`src/rtl/wide_add_seq.sv`:
```
// Multi-cycle wide adder: streams 10-bit slices through a Ling/Knowles core.
// Optional subtract path enabled by defining WIDE_ADD_SUB_EN.
module adder (
    input  logic [9:0] a,
    input  logic [9:0] b,
    input  logic       cin,
    output logic [9:0] sum,
    output logic       cout
);
    logic [9:0]       g;
    logic [9:0]       t;
    logic [9:0]       p;
    logic [4:0][9:0]  gg;
    logic [4:0][9:0]  pp;
    logic [10:1]      h;
    logic [10:0]      c;

    assign g = a & b;
    assign t = a | b;
    assign p = a ^ b;

    // Ling recurrence h[i+1] = g[i] | t[i-1] & h[i]; carry-in acts as h[0]
    assign gg[0] = g;
    assign pp[0] = {t[8:0], 1'b1};

    for (genvar lv = 0; lv < 4; lv++) begin : g_lv
        for (genvar i = 0; i < 10; i++) begin : g_bit
            if (i >= (1 << lv)) begin : g_op
                assign gg[lv+1][i] = gg[lv][i]
                                   | (pp[lv][i] & gg[lv][i-(1<<lv)]);
                assign pp[lv+1][i] = pp[lv][i] & pp[lv][i-(1<<lv)];
            end else begin : g_pass
                assign gg[lv+1][i] = gg[lv][i];
                assign pp[lv+1][i] = pp[lv][i];
            end
        end
    end

    assign c[0] = cin;
    for (genvar i = 0; i < 10; i++) begin : g_car
        assign h[i+1] = gg[4][i] | (pp[4][i] & cin);
        assign c[i+1] = t[i] & h[i+1];
    end

    assign sum  = p ^ c[9:0];
    assign cout = c[10];
endmodule

module wide_add_seq #(
    parameter int NWORDS = 4
) (
    input  logic                 clk,
    input  logic                 rst_n,
    input  logic                 in_valid,
    output logic                 in_ready,
    input  logic [10*NWORDS-1:0] in_a,
    input  logic [10*NWORDS-1:0] in_b,
    input  logic                 in_cin,
`ifdef WIDE_ADD_SUB_EN
    input  logic                 in_sub,
`endif
    output logic                 out_valid,
    input  logic                 out_ready,
    output logic [10*NWORDS-1:0] out_sum,
    output logic                 out_cout,
    output logic                 out_ovf
);
    localparam int W  = 10 * NWORDS;
    localparam int IW = (NWORDS > 1) ? $clog2(NWORDS) : 1;

    typedef enum logic [1:0] {
        IDLE,
        RUN,
        DONE
    } state_t;

    state_t          state;
    state_t          state_nx;
    logic [W-1:0]    a_r;
    logic [W-1:0]    b_r;
    logic [W-1:0]    sum_r;
    logic            carry_r;
    logic [IW-1:0]   idx;
    logic            last;
    logic            accept;
    logic [9:0]      sl_a;
    logic [9:0]      sl_b;
    logic [9:0]      sl_s;
    logic            sl_co;
    logic [W-1:0]    b_load;
    logic            c_load;

    assign last   = (idx == IW'(NWORDS - 1));
    assign accept = (state == IDLE) && in_valid;
    assign sl_a   = a_r[10*int'(idx) +: 10];
    assign sl_b   = b_r[10*int'(idx) +: 10];

`ifdef WIDE_ADD_SUB_EN
    assign b_load = in_sub ? ~in_b : in_b;
    assign c_load = in_sub ? 1'b1 : in_cin;
`else
    assign b_load = in_b;
    assign c_load = in_cin;
`endif

    adder u_core (
        .a    (sl_a),
        .b    (sl_b),
        .cin  (carry_r),
        .sum  (sl_s),
        .cout (sl_co)
    );

    always_ff @(posedge clk or negedge rst_n) begin
        if (!rst_n) begin
            state <= IDLE;
        end else begin
            state <= state_nx;
        end
    end

    always_comb begin
        state_nx = state;
        unique case (state)
            IDLE: if (in_valid)  state_nx = RUN;
            RUN:  if (last)      state_nx = DONE;
            DONE: if (out_ready) state_nx = IDLE;
            default:             state_nx = IDLE;
        endcase
    end

    always_comb begin
        in_ready  = 1'b0;
        out_valid = 1'b0;
        out_ovf   = 1'b0;
        unique case (state)
            IDLE: in_ready = 1'b1;
            RUN:  in_ready = 1'b0;
            DONE: begin
                out_valid = 1'b1;
                out_ovf   = (a_r[W-1] ~^ b_r[W-1])
                          & (sum_r[W-1] ^ a_r[W-1]);
            end
            default: in_ready = 1'b0;
        endcase
    end

    always_ff @(posedge clk or negedge rst_n) begin
        if (!rst_n) begin
            a_r     <= '0;
            b_r     <= '0;
            sum_r   <= '0;
            carry_r <= 1'b0;
            idx     <= '0;
        end else if (accept) begin
            a_r     <= in_a;
            b_r     <= b_load;
            carry_r <= c_load;
            idx     <= '0;
        end else if (state == RUN) begin
            sum_r[10*int'(idx) +: 10] <= sl_s;
            carry_r <= sl_co;
            if (!last) begin
                idx <= idx + 1'b1;
            end
        end
    end

    assign out_sum  = sum_r;
    assign out_cout = carry_r;
endmodule
```
`config.mk`:
```
export PLATFORM = sky130hd
export DESIGN_NAME = wide_add_seq
export DESIGN_NICKNAME = d
export VERILOG_FILES = /design/src/rtl/wide_add_seq.sv
export SDC_FILE = /design/constraint.sdc
export NUM_CORES = 1
export LEC_CHECK = 0
export CAP_MARGIN = 20
export CORE_UTILIZATION = 40
export CTS_CLUSTER_SIZE = 24
export DETAILED_ROUTE_END_ITERATION = 7
export SLEW_MARGIN = 30
export SYNTH_ARGS = -nofsm -noshare
export SYNTH_HDL_FRONTEND = slang
export SYNTH_SLANG_ARGS = --single-unit
```
`constraint.sdc`:
```
create_clock -name clk -period 8.66 [get_ports clk]
set_input_delay 2.165 -clock clk [delete_from_list [all_inputs] [get_ports clk]]
set_output_delay 2.165 -clock clk [all_outputs]
set_load 0.01 [all_outputs]
```
==> flow_metrics.tcl <==
set metrics [dict create \
    fin_ws_ns 4.31 \
    dp_hpwl_mm 13.9 \
    worstHoldEndpoint "out_sum[37]$_DFFE_PN0P_" \
    ff2ff_path_depth 10 \
    cts_buffers 17 \
    clock-root-buffer "clkbuf_16" \
    drv_cap 0 \
    drive_above_1_share_pct 19.9 \
    die_x_um 135 \
    status "finished clean" \
    synth_commonest_cells "dfrtp_1 (125), mux2_2 (80), nand2_1 (47)" \
    track_usage_pct 21.9 \
    worstReg2RegStart "idx[0]$_DFFE_PN0P_" \
    path_clk_slew_ns 0.06 \
    synthFlopType "dfrtp_1" \
    slowest_stage "nor4_2" \
    io_pins 129 \
    firstDrtPassIters 7 \
    worst-endpoint-arrival_ns 4.68 \
    finalSetupViolCount 0 \
    post-route-period-util_pct 50.3 \
    reg2reg_slack_ns 4.31 \
    end_kind "flop" \
    synth.cell_area_sq_um 7030 \
    detail-route-antenna-nets 0 \
    clk_path_buf_depth 2 \
    vias 5611 \
    rr_endpoint "out_sum[30]$_DFFE_PN0P_" \
    clock_latency_ns 0.42 \
    yosysUniqueCellTypes 72 \
    dp_cells 948 \
    drc 0 \
    crit_chain "buf_4 -> mux4_2 -> inv_1 -> ha_1 -> nand2b_1 -> a211o_2 -> a21oi_1 -> nor4_2 -> a21oi_1 -> o31ai_1" \
    num_rows 48 \
    grt_overflow_total 0 \
    cts_setup_buffers 0 \
    ctsHtreeMaxLevel 4 \
    ys_top_cells_by_area "dfrtp_1 (45%), mux2_2 (13%), mux4_2 (6.7%)" \
    grt_max_degree 68 \
    hp-class "flop to flop" \
    synth_cells 627 \
    portBuffers 128 \
    max_stage_delay_ns 0.93 \
    slew_violations 0 \
    start_util_pct 40.8 \
    async_flop_share_pct 100 \
    hold_viol_final 0 \
    slew_headroom_pct 29.0 \
    crit_top_cell "a21oi_1" \
    pre_cts_slack_ns 4.40 \
    diodes 0 \
    yosysWarnings 0 \
    whs_path_depth 2 \
    crit_fanout 28 \
    clock_sinks 125 \
    finalNonFillerCells 979 \
    fmax_mhz 230 \
    coreArea_sq_um 17200 \
    dieArea_sq_um 18100 \
    synth_area_per_cell_sq_um 11.2 \
    fin_crit_ns 4.35 \
    cts_tree "done" \
    antenna_found_initial 1 \
    crit_type "flop to flop" \
    tightest_slew_ns 1.06 \
    hold_start "out_sum[37]$_DFFE_PN0P_" \
    yosysTopAreaCell "dfrtp_1" \
    grt_pass1_vias 5552 \
    startpoint_type "flop" \
    grt_setup_unrepaired "no" \
    final.setup.tns_ns 0 \
    hold_buffers 0 \
    cts-resized-gates 0 \
    via_per_inst 5.73 \
    synth.top_cell.area_share_pct 44.5 \
    yosysSeqAreaShare_pct 44.5 \
    fin_area_sq_um 9030 \
    yosys_register_bits 125 \
    area_delta_synth_final_pct 28.4 \
    totalWireLength_mm 18.7 \
    final_nets 857 \
    wl_per_cell_um 19.1 \
    required_ns 8.98 \
    synth.most_common_cell "dfrtp_1" \
    synth_edf_count 0 \
    placed_cell_area_sq_um 8450 \
    grt_pass1_wl_mm 30.3 \
    nFillCells 1499 \
    place.gp.congestion 0.894 \
    drt_iter0_drc 512 \
    final.setup_skew_ns 0.00983 \
    syn_nets 742 \
    fp.dieH_um 135 \
]
-- worst max-delay path by stage --
stage               cells after the start                 endpoint                from
floorplan                              11  out_sum[18]$_DFFE_PN0P_  idx[0]$_DFFE_PN0P_
global placement                        9  out_sum[27]$_DFFE_PN0P_  idx[0]$_DFFE_PN0P_
detailed placement                      9  out_sum[27]$_DFFE_PN0P_  idx[0]$_DFFE_PN0P_
CTS                                     9  out_sum[27]$_DFFE_PN0P_  idx[0]$_DFFE_PN0P_
global route                            9  out_sum[27]$_DFFE_PN0P_  idx[0]$_DFFE_PN0P_
finish                                 10  out_sum[30]$_DFFE_PN0P_  idx[0]$_DFFE_PN0P_
-- metrics by stage --
stage | hold WS (ns) | util [%]
floorplan | 0.475 | -
global placement | 0.468 | 48.8
detailed placement | 0.473 | 49.0
CTS | 0.485 | 52.4
global route | 0.513 | 52.4
finish | 0.476 | 52.4
-- registers in the layout, indices dropped and copies added (netlist names) --
register,count
a_r,40
idx,2
out_cout,1
state,2
b_r,40
out_sum,40
-- cells in the final DEF, fill, tap and decap left out, types with 8 or more instances in the layout --
cell type        count
a211oi_1             8
mux2_2              80
clkdlybuf4s50_1    127
o21ai_0             27
nand3_1             15
mux4_2              21
dfrtp_1            124
nor3_1              15
o31ai_1              9
clkbuf_16           17
ha_1                29
a22oi_1              8
inv_1               26
nand2_1             47
a21oi_1             24
nor2_1              39
-- layout make-up --
| cell class | instances | area [sq um] | share of cell area, % |
|---|---|---|---|
| repair buffers | 132 | 1330 | 14.7 |
| well taps | 225 | 282 | 3.12 |
| clock inverters | 12 | 138 | 1.52 |
| multi-input cells | 440 | 3610 | 40.0 |
| inverters | 26 | 97.6 | 1.08 |
| clock buffers | 19 | 443 | 4.91 |
| flip-flops and latches | 125 | 3130 | 34.7 |
-- per-layer routing --
layer  up-vias  GRT usage [%]  part of all wire (%)
met2       260           34.9                    47
met5         -              0                 0.059
li1       2564              -                     -
met3        34           5.26                   6.7
met4         2           7.12                   1.8
met1      2751           29.3                    44
-- cell families (layout without fill, tap and decap cells) --
| logic type | count (synthesis) | after routing | share of synthesized area, % |
|---|---|---|---|
| buffers and inverters | 62 | 189 | 4.17 |
| DFF | 125 | 125 | 44.5 |
| muxes | 108 | 108 | 20.5 |
| AOI/OAI and AO/OA | 137 | 137 | 13.6 |
| xor gates and xnor gates | 4 | 4 | 0.499 |
| and+or+nand+nor | 161 | 161 | 11.2 |
| adders and majority gates | 30 | 30 | 5.45 |
-- worst max-delay path, delay by kind of cell, from the launching register on --
kind | cells | cell delay (ns)
AND/OR/NAND/NOR | 2 | 1.14
AO/OA/AOI/OAI | 4 | 0.98
flip-flops | 1 | 0.67
buffers and inverters | 2 | 0.62
multiplexers | 1 | 0.59
adder cells (fa/ha/maj) | 1 | 0.24
Power is not shown: default switching activity piles up to over one toggle a cycle in this logic, so the estimate is an artifact.
